File: config.mk
export PLATFORM = sky130hd
export DESIGN_NAME = fifo_packetizer
export DESIGN_NICKNAME = d
export VERILOG_FILES = /design/src/rtl/fifo_packetizer.sv
export SDC_FILE = /design/constraint.sdc
export NUM_CORES = 1
export LEC_CHECK = 0
export ABC_CLOCK_PERIOD_IN_PS = 8200
export BUFFER_PORTS_ARGS = -buffer_cell sky130_fd_sc_hd__buf_4
export CORE_AREA = 2 2 119 121
export CTS_BUF_LIST = sky130_fd_sc_hd__clkbuf_8 sky130_fd_sc_hd__clkbuf_16
export DETAILED_ROUTE_END_ITERATION = 10
export DIE_AREA = 0 0 121 123
export PLACE_DENSITY_LB_ADDON = 0.05
export SYNTH_ARGS = -nofsm -noshare
export SYNTH_HDL_FRONTEND = slang
export SYNTH_SLANG_ARGS = --single-unit
File: constraint.sdc
create_clock -name clk -period 8.2 [get_ports clk]
set_input_delay 2.46 -clock clk [delete_from_list [all_inputs] [get_ports clk]]
set_output_delay 2.46 -clock clk [all_outputs]
set_load 0.01 [all_outputs]
File: src/rtl/fifo_packetizer.sv
// fifo_packetizer: sole reader of the fifo read port. It frames fifo words
// into packets on a valid/ready stream: a header word carrying the sync
// pattern, the sequence number and the payload length, followed by up to
// PKT_LEN payload words. A partial fill that sits idle for TIMEOUT cycles is
// flushed as a short packet. Payload words pass through a 2-entry skid buffer,
// which absorbs the one-cycle fifo read latency without losing throughput.
module fifo_packetizer #(
    parameter int          DATA_WIDTH = 32,
    parameter int          ADDR_BITS  = 10,
    parameter int          PKT_LEN    = 16,
    parameter int          TIMEOUT    = 64,
    parameter logic [15:0] SYNC_WORD  = 16'hA5A5
) (
    input  logic                  clk,
    input  logic                  rst,
    input  logic                  en,
    input  logic [DATA_WIDTH-1:0] fifo_data,
    input  logic                  fifo_empty,
    input  logic [ADDR_BITS-1:0]  fifo_usedw,
    output logic                  fifo_rd_req,
    output logic [DATA_WIDTH-1:0] pkt_data,
    output logic                  pkt_valid,
    output logic                  pkt_sop,
    output logic                  pkt_eop,
    input  logic                  pkt_ready,
    output logic [7:0]            seq,
    output logic                  busy
);

    typedef enum logic [1:0] {
        ST_IDLE    = 2'd0,
        ST_HDR     = 2'd1,
        ST_PAYLOAD = 2'd2
    } state_t;

    // Counter wide enough to hold TIMEOUT; a 1-bit stub when the flush is disabled.
    localparam int                   TMO_W     = (TIMEOUT > 0) ? $clog2(TIMEOUT + 1) : 1;
    localparam logic [TMO_W-1:0]     TMO_LAST  = TMO_W'((TIMEOUT > 0) ? (TIMEOUT - 1) : 0);
    localparam logic [ADDR_BITS-1:0] PKT_LEN_U = ADDR_BITS'(PKT_LEN);
    localparam logic [7:0]           PKT_LEN_B = 8'(PKT_LEN);
    localparam bit                   TMO_EN    = (TIMEOUT > 0);

    state_t                  state_r;
    state_t                  state_s;
    logic [7:0]              len_r;
    logic [7:0]              len_s;
    logic [7:0]              seq_r;
    logic [7:0]              seq_s;
    logic [TMO_W-1:0]        tmo_cnt_r;
    logic [TMO_W-1:0]        tmo_cnt_s;

    logic [7:0]              reads_issued_r;
    logic [7:0]              words_sent_r;
    logic                    inflight_r;

    logic [DATA_WIDTH-1:0]   buf0_r;
    logic [DATA_WIDTH-1:0]   buf1_r;
    logic [1:0]              buf_count_r;

    logic                    head_valid_s;
    logic                    pop_s;
    logic                    push_s;
    logic                    eop_s;
    logic                    rd_req_s;
    logic [2:0]              occ_s;
    logic [DATA_WIDTH-1:0]   hdr_word_s;

    assign head_valid_s = (buf_count_r != 2'd0);
    assign pop_s        = (state_r == ST_PAYLOAD) && head_valid_s && pkt_ready;
    assign push_s       = inflight_r;
    assign eop_s        = (state_r == ST_PAYLOAD) && head_valid_s &&
                          (words_sent_r == (len_r - 8'd1));

    // Words held or arriving after this cycle's pop; reads stop once two are committed.
    assign occ_s    = {1'b0, buf_count_r} + {2'b00, inflight_r} - {2'b00, pop_s};
    assign rd_req_s = (state_r == ST_PAYLOAD) && (reads_issued_r < len_r) &&
                      !fifo_empty && (occ_s < 3'd2);

    assign hdr_word_s  = DATA_WIDTH'({SYNC_WORD, seq_r, len_r});
    assign fifo_rd_req = rd_req_s;
    assign seq         = seq_r;
    assign busy        = (state_r != ST_IDLE);

    // Control state: FSM state, latched packet length, sequence number, idle timer.
    always_ff @(posedge clk or posedge rst) begin
        if (rst) begin
            state_r   <= ST_IDLE;
            len_r     <= 8'd0;
            seq_r     <= 8'd0;
            tmo_cnt_r <= '0;
        end else begin
            state_r   <= state_s;
            len_r     <= len_s;
            seq_r     <= seq_s;
            tmo_cnt_r <= tmo_cnt_s;
        end
    end

    // Next-state logic: packet start decisions in IDLE, header handshake, payload end.
    always_comb begin
        state_s   = state_r;
        len_s     = len_r;
        seq_s     = seq_r;
        tmo_cnt_s = '0;
        case (state_r)
            ST_IDLE: begin
                if (en && (fifo_usedw >= PKT_LEN_U)) begin
                    // A full packet is available: takes priority over the flush timer.
                    len_s   = PKT_LEN_B;
                    state_s = ST_HDR;
                end else if (TMO_EN && en && (fifo_usedw != '0)) begin
                    // Partial fill: flush once it has been idle for TIMEOUT cycles.
                    if (tmo_cnt_r >= TMO_LAST) begin
                        len_s   = 8'(fifo_usedw);
                        state_s = ST_HDR;
                    end else begin
                        tmo_cnt_s = tmo_cnt_r + TMO_W'(1);
                    end
                end else begin
                    tmo_cnt_s = '0;
                end
            end
            ST_HDR: begin
                if (pkt_ready) begin
                    state_s = ST_PAYLOAD;
                end else begin
                    state_s = ST_HDR;
                end
            end
            ST_PAYLOAD: begin
                if (pop_s && eop_s) begin
                    state_s = ST_IDLE;
                    seq_s   = seq_r + 8'd1;
                end else begin
                    state_s = ST_PAYLOAD;
                end
            end
            default: begin
                state_s = ST_IDLE;
            end
        endcase
    end

    // Payload bookkeeping: reads issued, words delivered, read-in-flight flag.
    always_ff @(posedge clk or posedge rst) begin
        if (rst) begin
            reads_issued_r <= 8'd0;
            words_sent_r   <= 8'd0;
            inflight_r     <= 1'b0;
        end else begin
            inflight_r <= rd_req_s;
            if ((state_r == ST_PAYLOAD) && !(pop_s && eop_s)) begin
                if (rd_req_s) begin
                    reads_issued_r <= reads_issued_r + 8'd1;
                end
                if (pop_s) begin
                    words_sent_r <= words_sent_r + 8'd1;
                end
            end else begin
                reads_issued_r <= 8'd0;
                words_sent_r   <= 8'd0;
            end
        end
    end

    // Skid buffer: buf0 is the head presented downstream, buf1 the overflow slot.
    always_ff @(posedge clk or posedge rst) begin
        if (rst) begin
            buf0_r      <= '0;
            buf1_r      <= '0;
            buf_count_r <= 2'd0;
        end else begin
            case ({push_s, pop_s})
                2'b10: begin
                    if (buf_count_r == 2'd0) begin
                        buf0_r <= fifo_data;
                    end else begin
                        buf1_r <= fifo_data;
                    end
                    buf_count_r <= buf_count_r + 2'd1;
                end
                2'b01: begin
                    buf0_r      <= buf1_r;
                    buf_count_r <= buf_count_r - 2'd1;
                end
                2'b11: begin
                    if (buf_count_r == 2'd1) begin
                        buf0_r <= fifo_data;
                    end else begin
                        buf0_r <= buf1_r;
                        buf1_r <= fifo_data;
                    end
                end
                default: begin
                    buf_count_r <= buf_count_r;
                end
            endcase
        end
    end

    // Stream outputs: header word in HDR, buffer head in PAYLOAD, idle otherwise.
    always_comb begin
        pkt_data  = '0;
        pkt_valid = 1'b0;
        pkt_sop   = 1'b0;
        pkt_eop   = 1'b0;
        case (state_r)
            ST_HDR: begin
                pkt_data  = hdr_word_s;
                pkt_valid = 1'b1;
                pkt_sop   = 1'b1;
            end
            ST_PAYLOAD: begin
                if (head_valid_s) begin
                    pkt_data  = buf0_r;
                    pkt_valid = 1'b1;
                    pkt_eop   = eop_s;
                end else begin
                    pkt_data  = '0;
                    pkt_valid = 1'b0;
                    pkt_eop   = 1'b0;
                end
            end
            default: begin
                pkt_data  = '0;
                pkt_valid = 1'b0;
            end
        endcase
    end

endmodule

**Yosys cells after proc, flatten, opt, wreduce, memory -nomap -nowiden**

Index checks and enable logic that the tools add are counted.

- Register bits after elaboration: 108
- Logic and storage cells: 95

- $add $sub $neg: 9
- Magnitude comparators: 4
- Equal/unequal tests: 14
- Multiplexer cells: 31
- Reductions and logical operators: 27

Operator list:

| operator | count |
|---|---|
| $mux W32 | 5 |
| $pmux W32 S2 | 2 |
| $pmux W32 S3 | 1 |
| $mux W8 | 7 |
| $mux W7 | 4 |
| $add A8 B1 Y8 const B | 3 |
| $reduce_bool A2 Y1 | 6 |
| $ge A10 B5 Y1 const B | 1 |
| $logic_and A1 B1 Y1 | 10 |
| $mux W2 | 5 |
| $ne A2 B2 Y1 const B | 5 |
| $reduce_bool A10 Y1 | 1 |
| $eq A8 B8 Y1 | 1 |
| $lt A8 B8 Y1 | 1 |
| $sub A8 B1 Y8 const B | 1 |
| $add A7 B1 Y7 const B | 1 |
| $ge A7 B6 Y1 const B | 1 |
| $eq A2 B1 Y1 const B | 3 |
| $eq A2 B2 Y1 const B | 3 |
| $ne A3 B3 Y1 const B | 2 |
| $pmux W2 S3 | 1 |
| $reduce_and A2 Y1 | 3 |
| $reduce_and A3 Y1 | 2 |
| $logic_not A2 Y1 | 2 |
| other kinds (10) | 14 |

**Longest topological paths before layout**

- Depth after elaboration: 8
- Gate-level depth with buffers: 16
- Gate-level depth less buffers: 14

**Worst setup path after synthesis**

Ideal clock, no wire load.

- Kind: input port to output port
- Start point: input port pkt_ready
- End point: output port fifo_rd_req
- Arrival time: 4.364 ns
- Path slack: 1.376 ns
- Stages on the path: 10
- Buffers on the path: 1
- Cells stage by stage: nand2_1 > inv_1 > ha_1 > nor2_1 > fa_1 > nor4b_1 > nand3_1 > a21o_1 > clkbuf_1 > inv_1

- Word-level cells in the longest chain between the ends: 4

RTL lines:

| what | line | source |
|---|---|---|
| start: declaration | 25 | `input logic pkt_ready,` |
| $logic_and A1 B1 Y1 | 69 | `assign pop_s = (state_r == ST_PAYLOAD) && head_valid_s && pkt_ready;` |
| $sub A3 B1 Y3 | 75 | `assign occ_s = {1'b0, buf_count_r} + {2'b00, inflight_r} - {2'b00, pop_s};` |
| $lt A3 B2 Y1 | 77 | `!fifo_empty && (occ_s < 3'd2);` |
| $logic_and A1 B1 Y1 | 77 |  |
| end: declaration | 20 | `output logic fifo_rd_req,` |

No other way between the ends.

**Worst setup path in the final report**

Same ends and word-level chain as after synthesis.

==> results.txt <==
----------------------------------------------------
[CTS]
  TritonCTS Sinks ... 108
  H-tree levels ... 3
  Clock-pin slew on the worst setup and hold paths ... 0.07 ns
  Post-CTS setup buffers ... 0
  Clock tree root driver cell ... clkbuf_16
  Clock insertion delay at the later pin of the skew report ... 0.35 ns
  Resized cells post-CTS ... 0
  Maximum number of buffers from clock root to sink ... 2
  CTS tree ... done
  Number of buffers inserted for hold repair after clock tree synthesis ... 0
  CTS Buf Count ... 9

[Min path]
  Class of the tightest hold or removal check ... register to register
  Worst Hold Path Cells ... 1

[Placement]
  Half-perimeter wire length after placement ... about 9 mm
  Input/output buffers ... 91
  Final RePlAce weighted congestion ... 0.806
  Number of placed cells counting well taps ... 773

[Critical path]
  Depth of the worst register-to-register path ... 13
  Arrival time at the worst endpoint ... slightly below 5 ns
  Required time reported for the critical path endpoint ... between 5 and 6 ns
  Start-to-end type of the worst setup path ... input pin to output pin
  CP endpoint kind ... output pin
  Launching element type of the critical path ... input pin
  Max Fanout on Critical Path ... 14

[Drt]
  Drt first pass iters ... 5
  Antenna viol nets, final ... 0
  WL final ... 13.6 mm
  WL/cell ... between 15 and 20 um
  Violation count after the first detailed-route iteration ... 221
  Routed vias ... 4,188
  Total DRC errors in the routed layout ... 0
  Vias per std cell ... 5.31

[Finish]
  Inserted Diodes ... 0
  Filler-free cell count of the finished design ... about 800
  Final Util ... 48.9%
  Final Net Count ... between 600 and 700
  Area growth from synthesis to layout ... 20.9%
  Fraction of layout instances using a drive strength above 1 ... 25.5%
  Number of filler cells placed in the layout ... around 1,300

[Power]
  Power Dens Cells ... 294 mW/mm2
  Final total power ... 1.96 mW
  Cell leakage power ... 3.19 nW
  Worst VDD drop ... roughly 170 uV

[Synth]
  Number of synthesized flops with an enable pin ... 0
  Dominant cell type by area after synthesis ... dfrtp_1
  Count of warnings emitted by yosys ... 0
  Number of standard cells after synthesis ... ~520
  Synthesized area ... ~0.0055 mm2
  Yosys top cell area share ... 49.1%
  Sequential fraction of the synthesis area ... 49.1%
  Number of library cell types mapped by synthesis ... 49
  Avg Cell Area, Syn ... 10.5 um2
  Post-synth ARST share ... 100%
  Top post-synthesis cells by area ... dfrtp_1 (49%), mux2_2 (6.5%), ha_1 (5.2%), a21oi_1 (4.5%), a22oi_1 (4.4%)
  Top_reg_cell synth ... dfrtp_1
  Flip-flop and latch count after synthesis ... 108
  Number of nets produced by synthesis ... about 600

[Run status]
  Outcome ... finished clean

[Global route]
  Number of global-route vias before repair ... 4,019
  Initial antenna violation count ... 0
  GR Overflow Total ... 0
  Total GRT Usage ... 18.7%
  Maximum number of pins on one net before global-route repair ... 68
  Wire length of the first global-routing pass ... 21.5 mm

[Timing]
  Final min period ... 7.31 ns
  Final Slew Violations ... 0
  Final Hold Violating Endpoints ... 0
  Share of the clock period used by the worst path ... 89.2%
  Clock tree skew after final layout ... 0.00600 ns
  Slew at the pin closest to its max-slew limit ... 1.07 ns
  RSZ-0062 raised after global routing ... false
  Remaining max-slew budget at the tightest pin ... 28.9%
  Final-report setup violation count ... 0
  Setup TNS Final ... 0 ns
  Fmax ... 137 MHz

[Floorplanning]
  Starting Density ... 40.5%
  Total Die Area ... 0.0149 mm2
  Count of pins on the block boundary ... between 90 and 100
  Placeable Area ... ~0.014 mm2
  Horizontal die dimension ... between 100 and 150 um
  Number of rows in the core area ... 43
  Die height ... 123 um

[Job]
  Max-cap violations ... 0

----------------------------------------------------
==> layer usage <==
layer  share of wire (%)  GRT usage (%)  vias up  wire, um
met5                   0              0        -         0
met3                 3.9           5.35        9       533
met4                 1.2           4.22        0       156
li1                    -              -     2027         -
met2                  48           29.5       74      6460
met1                  47           25.7     2078      6400
==> per-stage QoR <==
stage	setup WS, ns	hold WS (ns)	area (um2)
2_1_floorplan	1.38	0.463	5510
3_3_place_gp	1.03	0.483	6360
6_report	0.890	0.507	6660
5_1_grt	0.607	0.517	6660
3_5_place_dp	0.892	0.494	6360
4_1_cts	0.893	0.511	6660
==> cells in the final DEF, fill, tap and decap left out, types with 2 or more instances in the layout <==
cell and count:
and3_1 13, and4_1 2, a21o_1 13, clkbuf_16 9, nor2b_1 4, and2_1 5, a21oi_1 49, xnor2_1 16
mux2_2 32, xor2_1 12, o21ai_0 10, nand3_1 12, nor3b_1 2, inv_1 24, a211oi_1 2, o31ai_1 4
a22oi_1 32, clkinv_2 2, nor2_1 51, buf_4 96, or3_1 8, a211o_1 2, inv_6 2, ha_1 23
o211a_1 2, nor3_1 3, a22o_1 21, or4_1 2, nand4_1 6, dfrtp_1 108, o211ai_1 2, nand2_1 16
nand2b_1 3
==> cell usage after synthesis (2+ instances only) <==
master and count:
mux2_2 32, a22oi_1 32, nor3b_1 2, ha_1 23, o211a_1 2, xnor2_1 16, nand4_1 6, o211ai_1 2
and3_1 13, buf_1 4, xor2_1 12, nand2b_1 3, and4_1 2, nand3_1 12, nor2_1 51, o21ai_0 10
or3_1 8, nor3_1 3, a21oi_1 50, a21o_1 13, and2_1 5, or4_1 2, dfrtp_1 108, a211oi_1 2
a211o_1 2, inv_1 25, nand2_1 16, clkbuf_1 21, a22o_1 21, o31ai_1 4, nor2b_1 4
==> cell type report <==
cell class	count	area [um2]	area share, %
flip-flops and latches	108	2700	40.6
multi-input cells	364	2620	39.3
repair buffers	96	721	10.8
clock buffers	9	225	3.38
well taps	180	225	3.38
inverters	25	96.3	1.45
clock inverters	7	73.8	1.11
==> final timing paths <==
check / slack, ns / start / endpoint
max in group asynchronous: 4.77 / rst / buf0_r[29]
setup / recovery: 0.89 / pkt_ready / fifo_rd_req
setup reg to reg: 4.03 / state_r[0] / reads_issued_r[4]
hold reg to reg: 0.51 / seq[7] / seq[7]
min in group asynchronous: 2.15 / rst / tmo_cnt_r[4]
hold / removal: 0.51 / seq[7] / seq[7]
==> registers in the layout, indices dropped and copies added, names as in the netlist <==
register and flops:
buf0_r 32, buf1_r 32, len_r 8, reads_issued_r 8
seq 8, words_sent_r 8, tmo_cnt_r 7, buf_count_r 2
state_r 2, inflight_r 1
==> cell families after synthesis <==
logic type,share of synthesized area (%)
muxes,6.82
adders and majority gates,5.59
buffers and inverters,3.70
other,0.0681
xor gates and xnor gates,4.45
DFF,49.1
AOI/OAI and AO/OA,17.9
and+or+nand+nor,12.4
==> power breakdown <==
part           switching [mW]  total [mW]  leakage (nW)  internal, mW
combinational           0.372       0.704          1.68         0.332
clock                   0.207       0.446         0.146         0.239
sequential              0.108       0.810          1.36         0.702
total                   0.687        1.96          3.19          1.27
==> critical path, cell delays in order <==
cell,delay (ns)
buf_4,0.11
nand2_1,0.13
inv_1,0.31
ha_1,0.29
nor2_1,0.13
fa_1,0.44
nor4b_1,0.28
nand3_1,0.11
a21o_1,0.29
inv_1,0.17
buf_4,0.14
Note: power is estimated with default switching activity, not from simulation.
